### src/rtl/uart_pkg.sv
// Shared constants for the configurable UART blocks: parity encodings,
// transmitter state encodings and baud divisor calculation.
package uart_pkg;

    localparam int PAR_NONE = 0;
    localparam int PAR_ODD  = 1;
    localparam int PAR_EVEN = 2;

    localparam logic [2:0] ST_IDLE   = 3'd0;
    localparam logic [2:0] ST_START  = 3'd1;
    localparam logic [2:0] ST_DATA   = 3'd2;
    localparam logic [2:0] ST_PARITY = 3'd3;
    localparam logic [2:0] ST_STOP   = 3'd4;

    // Clocks per line bit, rounded to nearest.
    function automatic int calc_div(input longint f, input longint baud);
        return int'((f + baud / 2) / baud);
    endfunction

endpackage

### src/rtl/sync_fifo.sv
// Synchronous FIFO with first-word-fall-through read: rd_data always shows
// the head entry while empty is low.
module sync_fifo #(
    parameter int WIDTH = 8,
    parameter int DEPTH = 4
) (
    input  logic                         clk,
    input  logic                         rst,
    input  logic [WIDTH-1:0]             wr_data,
    input  logic                         wr_en,
    output logic                         full,
    output logic [WIDTH-1:0]             rd_data,
    input  logic                         rd_en,
    output logic                         empty,
    output logic [$clog2(DEPTH+1)-1:0]   count
);

    localparam int AW = $clog2(DEPTH);
    localparam int CW = $clog2(DEPTH + 1);

    if (DEPTH < 2 || (DEPTH & (DEPTH - 1)) != 0) begin : g_bad_depth
        $error("sync_fifo: DEPTH must be a power of two and at least 2");
    end

    logic [WIDTH-1:0] mem [DEPTH];
    logic [AW-1:0]    wr_ptr;
    logic [AW-1:0]    rd_ptr;
    logic             do_wr;
    logic             do_rd;

    assign full    = (count == CW'(DEPTH));
    assign empty   = (count == '0);
    assign do_wr   = wr_en && !full;
    assign do_rd   = rd_en && !empty;
    assign rd_data = mem[rd_ptr];

    always_ff @(posedge clk) begin
        if (rst) begin
            wr_ptr <= '0;
            rd_ptr <= '0;
            count  <= '0;
        end else begin
            if (do_wr) wr_ptr <= wr_ptr + 1'b1;
            if (do_rd) rd_ptr <= rd_ptr + 1'b1;
            case ({do_wr, do_rd})
                2'b10:   count <= count + 1'b1;
                2'b01:   count <= count - 1'b1;
                default: count <= count;
            endcase
        end
    end

    always_ff @(posedge clk) begin
        if (do_wr) mem[wr_ptr] <= wr_data;
    end

endmodule

### src/rtl/uart_tx_cfg.sv
// Configurable UART transmitter: 5..9 data bits, optional parity, 1 or 2
// stop bits, fed from an input FIFO and sending frames back-to-back.
module uart_tx_cfg
    import uart_pkg::*;
#(
    parameter int F          = 50000000,
    parameter int BAUD       = 115200,
    parameter int DATA_BITS  = 8,
    parameter int PARITY     = 0,
    parameter int STOP_BITS  = 1,
    parameter int FIFO_DEPTH = 4
) (
    input  logic                              clk,
    input  logic                              rst,
    input  logic [DATA_BITS-1:0]              in_data,
    input  logic                              in_valid,
    output logic                              in_ready,
    output logic                              tx,
    output logic                              busy,
    output logic [$clog2(FIFO_DEPTH+1)-1:0]   fifo_count
);

    localparam int DIV   = calc_div(F, BAUD);
    localparam int CNT_W = $clog2(DIV);
    localparam int IDX_W = $clog2(DATA_BITS);

    if (DIV < 2) begin : g_bad_div
        $error("uart_tx_cfg: baud divisor must be at least 2");
    end
    if (DATA_BITS < 5 || DATA_BITS > 9) begin : g_bad_bits
        $error("uart_tx_cfg: DATA_BITS must be 5..9");
    end
    if (PARITY != PAR_NONE && PARITY != PAR_ODD && PARITY != PAR_EVEN) begin : g_bad_par
        $error("uart_tx_cfg: PARITY must be 0, 1 or 2");
    end
    if (STOP_BITS != 1 && STOP_BITS != 2) begin : g_bad_stop
        $error("uart_tx_cfg: STOP_BITS must be 1 or 2");
    end

    logic [2:0]           state;
    logic [CNT_W-1:0]     baud_cnt;
    logic [IDX_W-1:0]     bit_idx;
    logic [DATA_BITS-1:0] shift;
    logic                 par_bit;
    logic [DATA_BITS-1:0] head;
    logic                 fifo_empty;
    logic                 fifo_full;
    logic                 push;
    logic                 pop;
    logic                 bit_tick;
    logic                 last_data;
    logic                 last_stop;
    logic                 tx_next;

    assign in_ready  = !fifo_full;
    assign push      = in_valid && in_ready;
    assign bit_tick  = (baud_cnt == CNT_W'(DIV - 1));
    assign last_data = (bit_idx == IDX_W'(DATA_BITS - 1));
    assign last_stop = (bit_idx == IDX_W'(STOP_BITS - 1));
    // Reloading at the end of the final stop bit keeps frames gap-free.
    assign pop       = !fifo_empty &&
                       ((state == ST_IDLE) || (state == ST_STOP && bit_tick && last_stop));
    assign busy      = (state != ST_IDLE) || (fifo_count != '0);

    sync_fifo #(
        .WIDTH (DATA_BITS),
        .DEPTH (FIFO_DEPTH)
    ) u_fifo (
        .clk     (clk),
        .rst     (rst),
        .wr_data (in_data),
        .wr_en   (push),
        .full    (fifo_full),
        .rd_data (head),
        .rd_en   (pop),
        .empty   (fifo_empty),
        .count   (fifo_count)
    );

    always_comb begin
        tx_next = 1'b1;
        case (state)
            ST_START:  tx_next = 1'b0;
            ST_DATA:   tx_next = shift[0];
            ST_PARITY: tx_next = par_bit;
            default:   tx_next = 1'b1;
        endcase
    end

    always_ff @(posedge clk) begin
        if (rst) begin
            state    <= ST_IDLE;
            baud_cnt <= '0;
            bit_idx  <= '0;
            shift    <= '0;
            par_bit  <= 1'b0;
            tx       <= 1'b1;
        end else begin
            tx       <= tx_next;
            // Every transition happens on bit_tick, so this also clears on state entry.
            baud_cnt <= (state == ST_IDLE || bit_tick) ? '0 : baud_cnt + 1'b1;
            if (pop) begin
                shift   <= head;
                par_bit <= (PARITY == PAR_EVEN) ? ^head : ~^head;
            end
            case (state)
                ST_IDLE: begin
                    bit_idx <= '0;
                    if (pop) state <= ST_START;
                end
                ST_START: begin
                    if (bit_tick) begin
                        state   <= ST_DATA;
                        bit_idx <= '0;
                    end
                end
                ST_DATA: begin
                    if (bit_tick) begin
                        shift <= shift >> 1;
                        if (last_data) begin
                            state   <= (PARITY != PAR_NONE) ? ST_PARITY : ST_STOP;
                            bit_idx <= '0;
                        end else begin
                            bit_idx <= bit_idx + 1'b1;
                        end
                    end
                end
                ST_PARITY: begin
                    if (bit_tick) begin
                        state   <= ST_STOP;
                        bit_idx <= '0;
                    end
                end
                ST_STOP: begin
                    if (bit_tick) begin
                        if (last_stop) begin
                            bit_idx <= '0;
                            state   <= pop ? ST_START : ST_IDLE;
                        end else begin
                            bit_idx <= bit_idx + 1'b1;
                        end
                    end
                end
                default: state <= ST_IDLE;
            endcase
        end
    end

endmodule

### config.mk
export PLATFORM = sky130hd
export DESIGN_NAME = uart_tx_cfg
export DESIGN_NICKNAME = d
export VERILOG_FILES = /design/src/rtl/uart_pkg.sv /design/src/rtl/sync_fifo.sv /design/src/rtl/uart_tx_cfg.sv
export SDC_FILE = /design/constraint.sdc
export NUM_CORES = 1
export LEC_CHECK = 0
export CORE_MARGIN = 4
export CORE_UTILIZATION = 30
export CTS_CLUSTER_DIAMETER = 80
export DETAILED_ROUTE_END_ITERATION = 8
export HOLD_SLACK_MARGIN = 0.12
export SETUP_SLACK_MARGIN = 0.2
export SYNTH_ARGS = -nofsm -noshare
export SYNTH_HDL_FRONTEND = slang
export SYNTH_SLANG_ARGS = --single-unit
### constraint.sdc
create_clock -name clk -period 4.7 [get_ports clk]
set_clock_uncertainty 0.2 [all_clocks]
set_input_delay 1.41 -clock clk [delete_from_list [all_inputs] [get_ports clk]]
set_output_delay 1.41 -clock clk [all_outputs]
set_load 0.03 [all_outputs]
Yosys cells after proc, flatten, opt, wreduce, memory -nomap -nowiden
Memory sizes are Yosys's and may differ from the RTL's. A register that Yosys moved wholly into a read port is not among the register bits.
Index checks and enable logic that the tools add are counted.
- flip-flop bits (word level): 32
- RAM bits: 32
- output and inout bits: 6
- word-level logic and storage cells: 80
- memories kept: 1
- memories (memory ; depth ; bits a word ; read ports ; clocked after Yosys merged registers in ; wr ports ; RTL line ; text):
    u_fifo.mem ; 4 ; 8 ; 1 ; 1 ; 1 ; sync_fifo.sv:25 ; logic [WIDTH-1:0] mem [DEPTH];
- add/subtract/negate cells: 6
- equal/unequal tests: 17
- muxes and demuxes: 24
- reduce and logical (&&, ||, !) cells: 23
- operators with widths (cell ; number):
    $mux W3 ; 12
    $mux W8 ; 3
    $pmux W3 S5 ; 1
    $ne A2 B2 Y1 const B ; 7
    $pmux W3 S4 ; 1
    $add A9 B1 Y9 const B ; 1
    $eq A3 B3 Y1 const B ; 3
    $eq A9 B9 Y1 const B ; 1
    $logic_not A3 Y1 ; 3
    $reduce_xnor A8 Y1 ; 1
    $reduce_and A7 Y1 ; 1
    $add A3 B1 Y3 const B ; 2
    $eq A3 B2 Y1 const B ; 2
    $logic_and A1 B1 Y1 ; 6
    $pmux W3 S2 ; 1
    $reduce_bool A3 Y1 ; 2
    $add A2 B1 Y2 const B ; 2
    $mux W2 ; 2
    $reduce_and A4 Y1 ; 1
    $reduce_bool A4 Y1 ; 1
    $reduce_or A2 Y1 ; 2
    $eq A3 B1 Y1 const B ; 1
    $logic_or A1 B1 Y1 ; 3
    $mux W1 ; 3
    7 further kinds ; 8

Longest topological paths before layout
Gate-level depths: netlist (run 1).
- word-level depth: 9
- depth in mapped cells: 13

Hierarchy
Synthesis (run 1) repeated with hierarchy kept, for this count alone.
- cell total of the unflattened synthesis: 261
- area total of the unflattened synthesis: 3055.4 sq um
- by module, submodules not included (module ; instances ; cells each ; area each (sq um)):
    sync_fifo ; 1 ; 96 ; 1630.3
    uart_tx_cfg ; 1 ; 165 ; 1425.1

Worst setup path after synthesis (run 1)
No wires, ideal clock.
- kind: input to register
- start point: input in_valid
- end point: register u_fifo.count[2]
- library setup time: 0.072 ns
- arrival time: 2.797 ns
- required time: 4.428 ns
- slack: 1.631 ns
- stages on the path: 8
- buffers on the path: 0
- path through: and2_1 inv_1 ha_1 inv_1 fa_1 xor2_1 or3_1 a21oi_1
- word-level cells in the longest chain between the ends: 4
- RTL lines (element ; RTL line ; text):
    from (decl) ; uart_tx_cfg.sv:16 ; input logic in_valid,
    $logic_and A1 B1 Y1 * ; uart_tx_cfg.sv:56 ; assign push = in_valid && in_ready;
    $logic_and A1 B1 Y1 * ; sync_fifo.sv:33 ; assign do_wr = wr_en && !full;
    $eq A2 B1 Y1 or $eq A2 B2 Y1 (tied branches) ; sync_fifo.sv:45 ; case ({do_wr, do_rd})
    $pmux W3 S2 or $reduce_bool A2 Y1 (tied branches) ; -- ;
    to (signal assigned) ; sync_fifo.sv:46 ; 2'b10: count <= count + 1'b1;
    to (signal assigned) ; sync_fifo.sv:47 ; 2'b01: count <= count - 1'b1;
    to (signal assigned) ; sync_fifo.sv:48 ; default: count <= count;
    to (decl) ; sync_fifo.sv:15 ; output logic [$clog2(DEPTH+1)-1:0] count
Mark *: on every way between the ends. The rest lies on a longest branch, timed or not.
A chain may end at the register's enable or synchronous reset.

Worst setup path after layout (run 1)
- start point: register state[1]
- end point: output busy
- word-level cells in the longest chain between the ends: 2
- RTL lines (element ; RTL line ; text):
    from (decl) ; uart_tx_cfg.sv:40 ; logic [2:0] state;
    from (signal assigned) ; uart_tx_cfg.sv:121 ; state <= (PARITY != PAR_NONE) ? ST_PARITY : ST_STOP;
    from (signal assigned) ; uart_tx_cfg.sv:138 ; state <= pop ? ST_START : ST_IDLE;
    $reduce_bool A3 Y1 ; uart_tx_cfg.sv:63 ; assign busy = (state != ST_IDLE) || (fifo_count != '0);
    $logic_or A1 B1 Y1 ; uart_tx_cfg.sv:63 ;
    to (decl) ; uart_tx_cfg.sv:19 ; output logic busy,
No other way between the ends.

==> results of run 1 <==
area by class of cell:
cell class	count	area [um2]	area share (%)
inverter	13	48.8	1.44
clock buffer	9	124	3.65
tap	129	161	4.76
multi-input combinational	151	1180	34.8
sequential	66	1640	48.4
clock inverter	7	70.1	2.06
timing repair buffer	17	168	4.94
layer usage:
metal	global-route usage, %	share of wire [%]	vias to the layer above
li1	-	-	895
met1	11.8	49	818
met4	4.66	1.6	0
met5	0	0	-
met3	2.34	2.5	6
met2	14.8	47	19
synth_stat cells, types with 3 or more instances:
library cell	n	area share [%]
or3_1	4	0.85
nand2_1	17	2.2
a311oi_2	7	3.6
xnor2_1	8	2.4
nand3_1	13	2.2
and3_1	5	1.1
a21oi_1	8	1.4
buf_6	5	1.9
xor2_1	11	3.3
inv_1	13	1.7
nor2_1	27	3.4
nand4_1	5	1.1
edfxtp_1	32	33
ha_1	10	4.2
o21ai_0	3	0.51
mux4_2	8	6.1
dfxtp_1	34	23
clkbuf_1	4	0.51
critical path: cells and delay by family, from the launching register on:
family	cells	cell delay (ns)
simple gates	3	0.55
flops	1	0.38
buf+inv	1	0.61
worst max path at each step:
stage	start	cells past startpoint	endpoint
global placement	in_valid	9	u_fifo.count[2]
CTS	state[1]	4	busy
global route	bit_idx[0]	12	u_fifo.count[2]
detailed placement	in_valid	9	u_fifo.count[2]
finish	state[1]	4	busy
floorplan	in_valid	8	u_fifo.count[2]
power groups by stage:
stage | sequential [W] | clock (W) | combinational (W)
2_1_floorplan | 0.000763 | 0 | 0.000497
6_report | 0.000766 | 0.000460 | 0.000603
3_5_place_dp | 0.000781 | 0 | 0.000611
3_3_place_gp | 0.000781 | 0 | 0.000605
4_1_cts | 0.000769 | 0.000474 | 0.000613
5_1_grt | 0.000781 | 0.000503 | 0.000671
registers in the layout, summed over array words and instances (netlist names), named ones only:
register       cells
shift              8
baud_cnt           9
u_fifo.wr_ptr      2
u_fifo.mem        32
tx                 1
par_bit            1
state              3
u_fifo.count       3
u_fifo.rd_ptr      2
bit_idx            3
logic make-up (layout without fill, tap and decap cells):
logic type,after synthesis,after routing,share of synthesized area [%]
compound gates,24,24,7.49
xor+xnor,20,20,6.18
fa+ha+maj,12,12,5.25
buf+inv,25,46,4.53
flops,66,66,55.5
mux,10,10,6.77
simple gates,85,85,14.2
through the flow:
stage | worst slack, ns | total power (W)
2_1_floorplan | 1.63 | 0.00126
3_3_place_gp | 1.12 | 0.00139
3_5_place_dp | 1.05 | 0.00139
4_1_cts | 1.18 | 0.00186
5_1_grt | 0.959 | 0.00196
6_report | 1.21 | 0.00183
==> flow_summary.json, run 1 <==
{
  "p_sw_share_pct": 33.4,
  "holdWs_ns": 0.279,
  "ys_async_sr_fraction_pct": 0,
  "path_clk_slew_ns": 0.07,
  "drv_slew": 0,
  "p_seq_share_pct": 41.9,
  "r2r_setup_slack_ns": 1.29,
  "setup_tns_ns": 0,
  "status": "complete, no violations",
  "drt-total-wl_mm": 4.81,
  "layout_commonest_cell": "dfxtp_1",
  "worst_path_max_delay_cell": "clkdlybuf4s50_1",
  "clock-root-buffer": "clkbuf_8",
  "layout_common_cells": "dfxtp_1 (34), edfxtp_1 (32), nor2_1 (27)",
  "synth-seq-area-share_pct": 55.5,
  "rows": 35,
  "clock-sinks": 66,
  "final_cells": 392,
  "post_cts_buffers": 0,
  "synthFlopType": "dfxtp_1",
  "start_kind": "flip-flop",
  "holdBufCountCts": 0,
  "period_share_pct": 74.2,
  "synthCells": 242,
  "ios": 17,
  "drtPass1Iterations": 4,
  "synth_edf_count": 32,
  "cts_resized": 0,
  "maxCapViolations": 0,
  "vdd_drop_max_mv": 0.246,
  "worst_slew_pin_slew_ns": 0.872,
  "crit_arrival_ns": 1.88,
  "postPlaceCellArea_mm2": 0.00320,
  "path_cells": "or2_2 -> nor2_1 -> nand2_1 -> clkdlybuf4s50_1",
  "post-route-min-period_ns": 3.49,
  "vias": 1738,
  "die-area_mm2": 0.0115,
  "hold_start": "bit_idx[0]",
  "required_ns": 3.09,
  "grt_overflow": 0,
  "fin_util_pct": 36.0,
  "h-tree-depth": 3,
  "slew-limit-headroom_pct": 41.2,
  "num-fill-cells": 937,
  "path_class": "reg -> out",
  "cts_tree": "yes",
  "p_sw_w": 0.000610,
  "clock_latency_ns": 0.33,
  "rsz0062_at_grt": "no",
  "hpwlAfterDp_mm": 3.34,
  "die_height_um": 107,
  "timing.rr.end": "u_fifo.count[2]",
  "worstHoldPathCells": 2,
  "cts_buffers": 9,
  "grt_pass1_vias": 1780,
  "powerDensity_mw_per_mm2": 539,
  "syn_to_final_growth_pct": 14.8,
  "antenna_found_initial": 0,
  "finalInstanceArea_mm2": 0.00339,
  "ys_types": 40,
  "drive_above_1_share_pct": 14.8,
  "grt_pass1_wl_mm": 8.50,
  "worst_r2r_path_depth": 12,
  "die_x_um": 107,
  "grt_max_degree": 27,
  "hold-path-endpoint": "bit_idx[0]",
  "portBuffers": 16,
  "finalNetCount": 280,
  "synth.avg_cell_area_um2": 12.2,
  "setup_viol": 0,
  "cell_internal_pwr_w": 0.00122,
  "drt_iter0_markers": 85,
  "synthesis.nets": 264,
  "netlist_area_mm2": 0.00296,
  "clkPwrFrac_pct": 25.2,
  "min_path_type": "reg -> reg",
  "combPwrFrac_pct": 33.0,
  "ant_nets": 0,
  "gp_congestion": 0.729,
  "diodes": 0,
  "cp_max_fo": 8,
  "drcViolationCount": 0,
  "slowest_delay_ns": 0.61,
  "fmax_mhz": 287,
  "design.core.area_mm2": 0.00942,
  "yosysWarnings": 0,
  "ctsLongestPathBuffers": 2,
  "dp_cells": 376,
  "wl_per_cell_um": 12.3,
  "vias_per_cell": 4.43,
  "timing.rr.start": "bit_idx[0]",
  "synth_seq_cells": 66,
  "hold_viol": 0,
  "end_kind": "output pin",
  "total_leakage_power_nw": 1.15,
  "grt_use_total_pct": 9.32,
  "initial_core_util_pct": 31.4
}
Power figures use the tool's default switching activity.
==> inputs of run 2 (changes only) <==
- clock period: 4.7 -> 3.56 ns (I/O delays scaled with it)
==> run 2 against run 1 <==
  * Clock power rose by 20%
  * Non-clock buffer count increased by 1
  * Register-to-register slack got worse by 0.70 ns
  * First-iteration DRC count is 60% lower
  * Critical endpoint unchanged
  * Via count is 1.8% higher
  * Sequential power is 32% higher
  * Die area unchanged
  * Worst hold slack better by 0.0036 ns
  * Highest routed layer unchanged
  * Count of clock-buffer cells in the layout is the same
  * Critical path depth unchanged
  * Flip-flop and latch count is the same
==> flow_summary.json, run 2 (same netlist as run 1, synthesis figures left out) <==
{
  "status": "complete, no violations",
  "path_clk_slew_ns": 0.08,
  "required_ns": 2.29,
  "drtPass1Iterations": 4,
  "hpwlAfterDp_mm": 3.42,
  "slowest_delay_ns": 0.61,
  "p_seq_share_pct": 43.1,
  "worst_slew_pin_slew_ns": 0.578,
  "finalInstanceArea_mm2": 0.00338,
  "layout_common_cells": "dfxtp_1 (34), edfxtp_1 (32), nor2_1 (27)",
  "num-fill-cells": 933,
  "powerDensity_mw_per_mm2": 696,
  "ctsLongestPathBuffers": 2,
  "worst_r2r_path_depth": 11,
  "top_regs": "u_fifo.mem: 32 flops, baud_cnt: 9 flops, shift: 8 flops",
  "die-area_mm2": 0.0115,
  "fmax_mhz": 316,
  "start_kind": "flip-flop",
  "grt_pass1_vias": 1752,
  "largest_reg_flops": 32,
  "worstSetupStartpoint": "state[1]",
  "gp_congestion": 0.793,
  "path_cells": "or2_2 -> nor2_1 -> nand2_1 -> clkdlybuf4s50_1",
  "design.core.area_mm2": 0.00942,
  "clock-root-buffer": "clkbuf_8",
  "hold_viol": 0,
  "cts_tree": "yes",
  "portBuffers": 16,
  "grt_use_total_pct": 9.28,
  "endpoint": "busy",
  "p_sw_w": 0.000811,
  "initial_core_util_pct": 31.4,
  "antenna_found_initial": 0,
  "drive_above_1_share_pct": 15.5,
  "path_class": "reg -> out",
  "combPwrFrac_pct": 33.4,
  "layout_commonest_cell": "dfxtp_1",
  "syn_to_final_growth_pct": 14.5,
  "rows": 35,
  "drt_iter0_markers": 34,
  "total_leakage_power_nw": 1.16,
  "wl_per_cell_um": 12.3,
  "drcViolationCount": 0,
  "ios": 17,
  "vias_per_cell": 4.50,
  "holdBufCountCts": 0,
  "grt_max_degree": 26,
  "cp_max_fo": 8,
  "worst_path_max_delay_cell": "clkdlybuf4s50_1",
  "ant_nets": 0,
  "timing.rr.start": "baud_cnt[0]",
  "die_x_um": 107,
  "cell_internal_pwr_w": 0.00154,
  "clkPwrFrac_pct": 23.5,
  "postPlaceCellArea_mm2": 0.00321,
  "cp.depth": 4,
  "timing.rr.end": "u_fifo.count[2]",
  "clock_latency_ns": 0.34,
  "path_delay_family": "buffers and inverters",
  "vdd_drop_max_mv": 0.353,
  "rsz0062_at_grt": "no",
  "die_height_um": 107,
  "h-tree-depth": 3,
  "end_kind": "output pin",
  "cts_buffers": 9,
  "cts_resized": 0,
  "period_share_pct": 88.9,
  "vias": 1770,
  "drv_slew": 0,
  "p_sw_share_pct": 34.4,
  "crit_arrival_ns": 1.90,
  "maxCapViolations": 0,
  "diodes": 0,
  "slew-limit-headroom_pct": 61.5,
  "grt_overflow": 0,
  "r2r_setup_slack_ns": 0.59,
  "clock-sinks": 66,
  "grt_pass1_wl_mm": 8.38,
  "post-route-min-period_ns": 3.16,
  "critPathBufInv": 1,
  "post_cts_buffers": 0,
  "min_path_type": "reg -> reg",
  "drt-total-wl_mm": 4.83,
  "setup_viol": 0,
  "setup_tns_ns": 0,
  "finalNetCount": 281,
  "top_register": "u_fifo.mem"
}
==> run 2: cell count changes in the layout (fill, tap and decap cells not counted), sizes merged <==
cell	previous run	this run
bufinv	1	0
buf	1	2
clkinv	3	5
inv	13	14
clkinvlp	3	1
==> run 2: per-stage QoR <==
stage               util [%]  cells  power (W)  hold WS, ns  setup slack [ns]
finish                  35.9    393    0.00235        0.283             0.397
global route            35.9    393    0.00252        0.324             0.301
CTS                     35.9    393    0.00240        0.285             0.376
detailed placement      34.1    377    0.00183        0.274             0.266
global placement        34.1    377    0.00182        0.259             0.318
floorplan                  -    242    0.00166        0.249             0.497
==> run 2: final cells by class <==
type | instances | area (um2) | share of cell area, %
Inverter | 13 | 48.8 | 1.44
Multi-Input combinational cell | 151 | 1180 | 34.9
Clock inverter | 7 | 53.8 | 1.59
Timing Repair Buffer | 18 | 175 | 5.18
Tap cell | 129 | 161 | 4.77
Sequential cell | 66 | 1640 | 48.5
Clock buffer | 9 | 124 | 3.66
==> run 2: routing by layer <==
layer | track usage, % | part of all wire [%] | vias up
met1 | 11.8 | 48 | 844
met2 | 14.5 | 48 | 23
met5 | 0 | 0 | -
li1 | - | - | 897
met3 | 3.06 | 3.3 | 6
met4 | 3.84 | 1.6 | 0
==> run 2: worst min path at each step <==
stage / depth (start not counted) / end / from / slack, ns
global route: 2 / bit_idx[1] / bit_idx[1] / 0.32
finish: 2 / bit_idx[1] / bit_idx[1] / 0.28
detailed placement: 2 / bit_idx[1] / bit_idx[1] / 0.27
CTS: 2 / bit_idx[1] / bit_idx[1] / 0.28
floorplan: 2 / bit_idx[0] / bit_idx[0] / 0.25
global placement: 2 / bit_idx[0] / bit_idx[0] / 0.26
==> run 2: tightest hold or removal path: stages, from the launching register on <==
cell,delay [ns]
dfxtp_1,0.33
nand2_1,0.06
a21oi_1,0.06
==> run 2: power by group through the flow <==
stage / Clock, W / Combinational (W) / Sequential, W
CTS: 0.000578 / 0.000802 / 0.00102
floorplan: 0 / 0.000656 / 0.00101
detailed placement: 0 / 0.000800 / 0.00103
global placement: 0 / 0.000791 / 0.00103
finish: 0.000554 / 0.000786 / 0.00101
global route: 0.000611 / 0.000869 / 0.00104
==> inputs of run 3 (changes only) <==
- CAP_MARGIN: unset -> 20
==> results of run 3 <==
The final DEF is identical to that of run 2; final timing and power are the same.
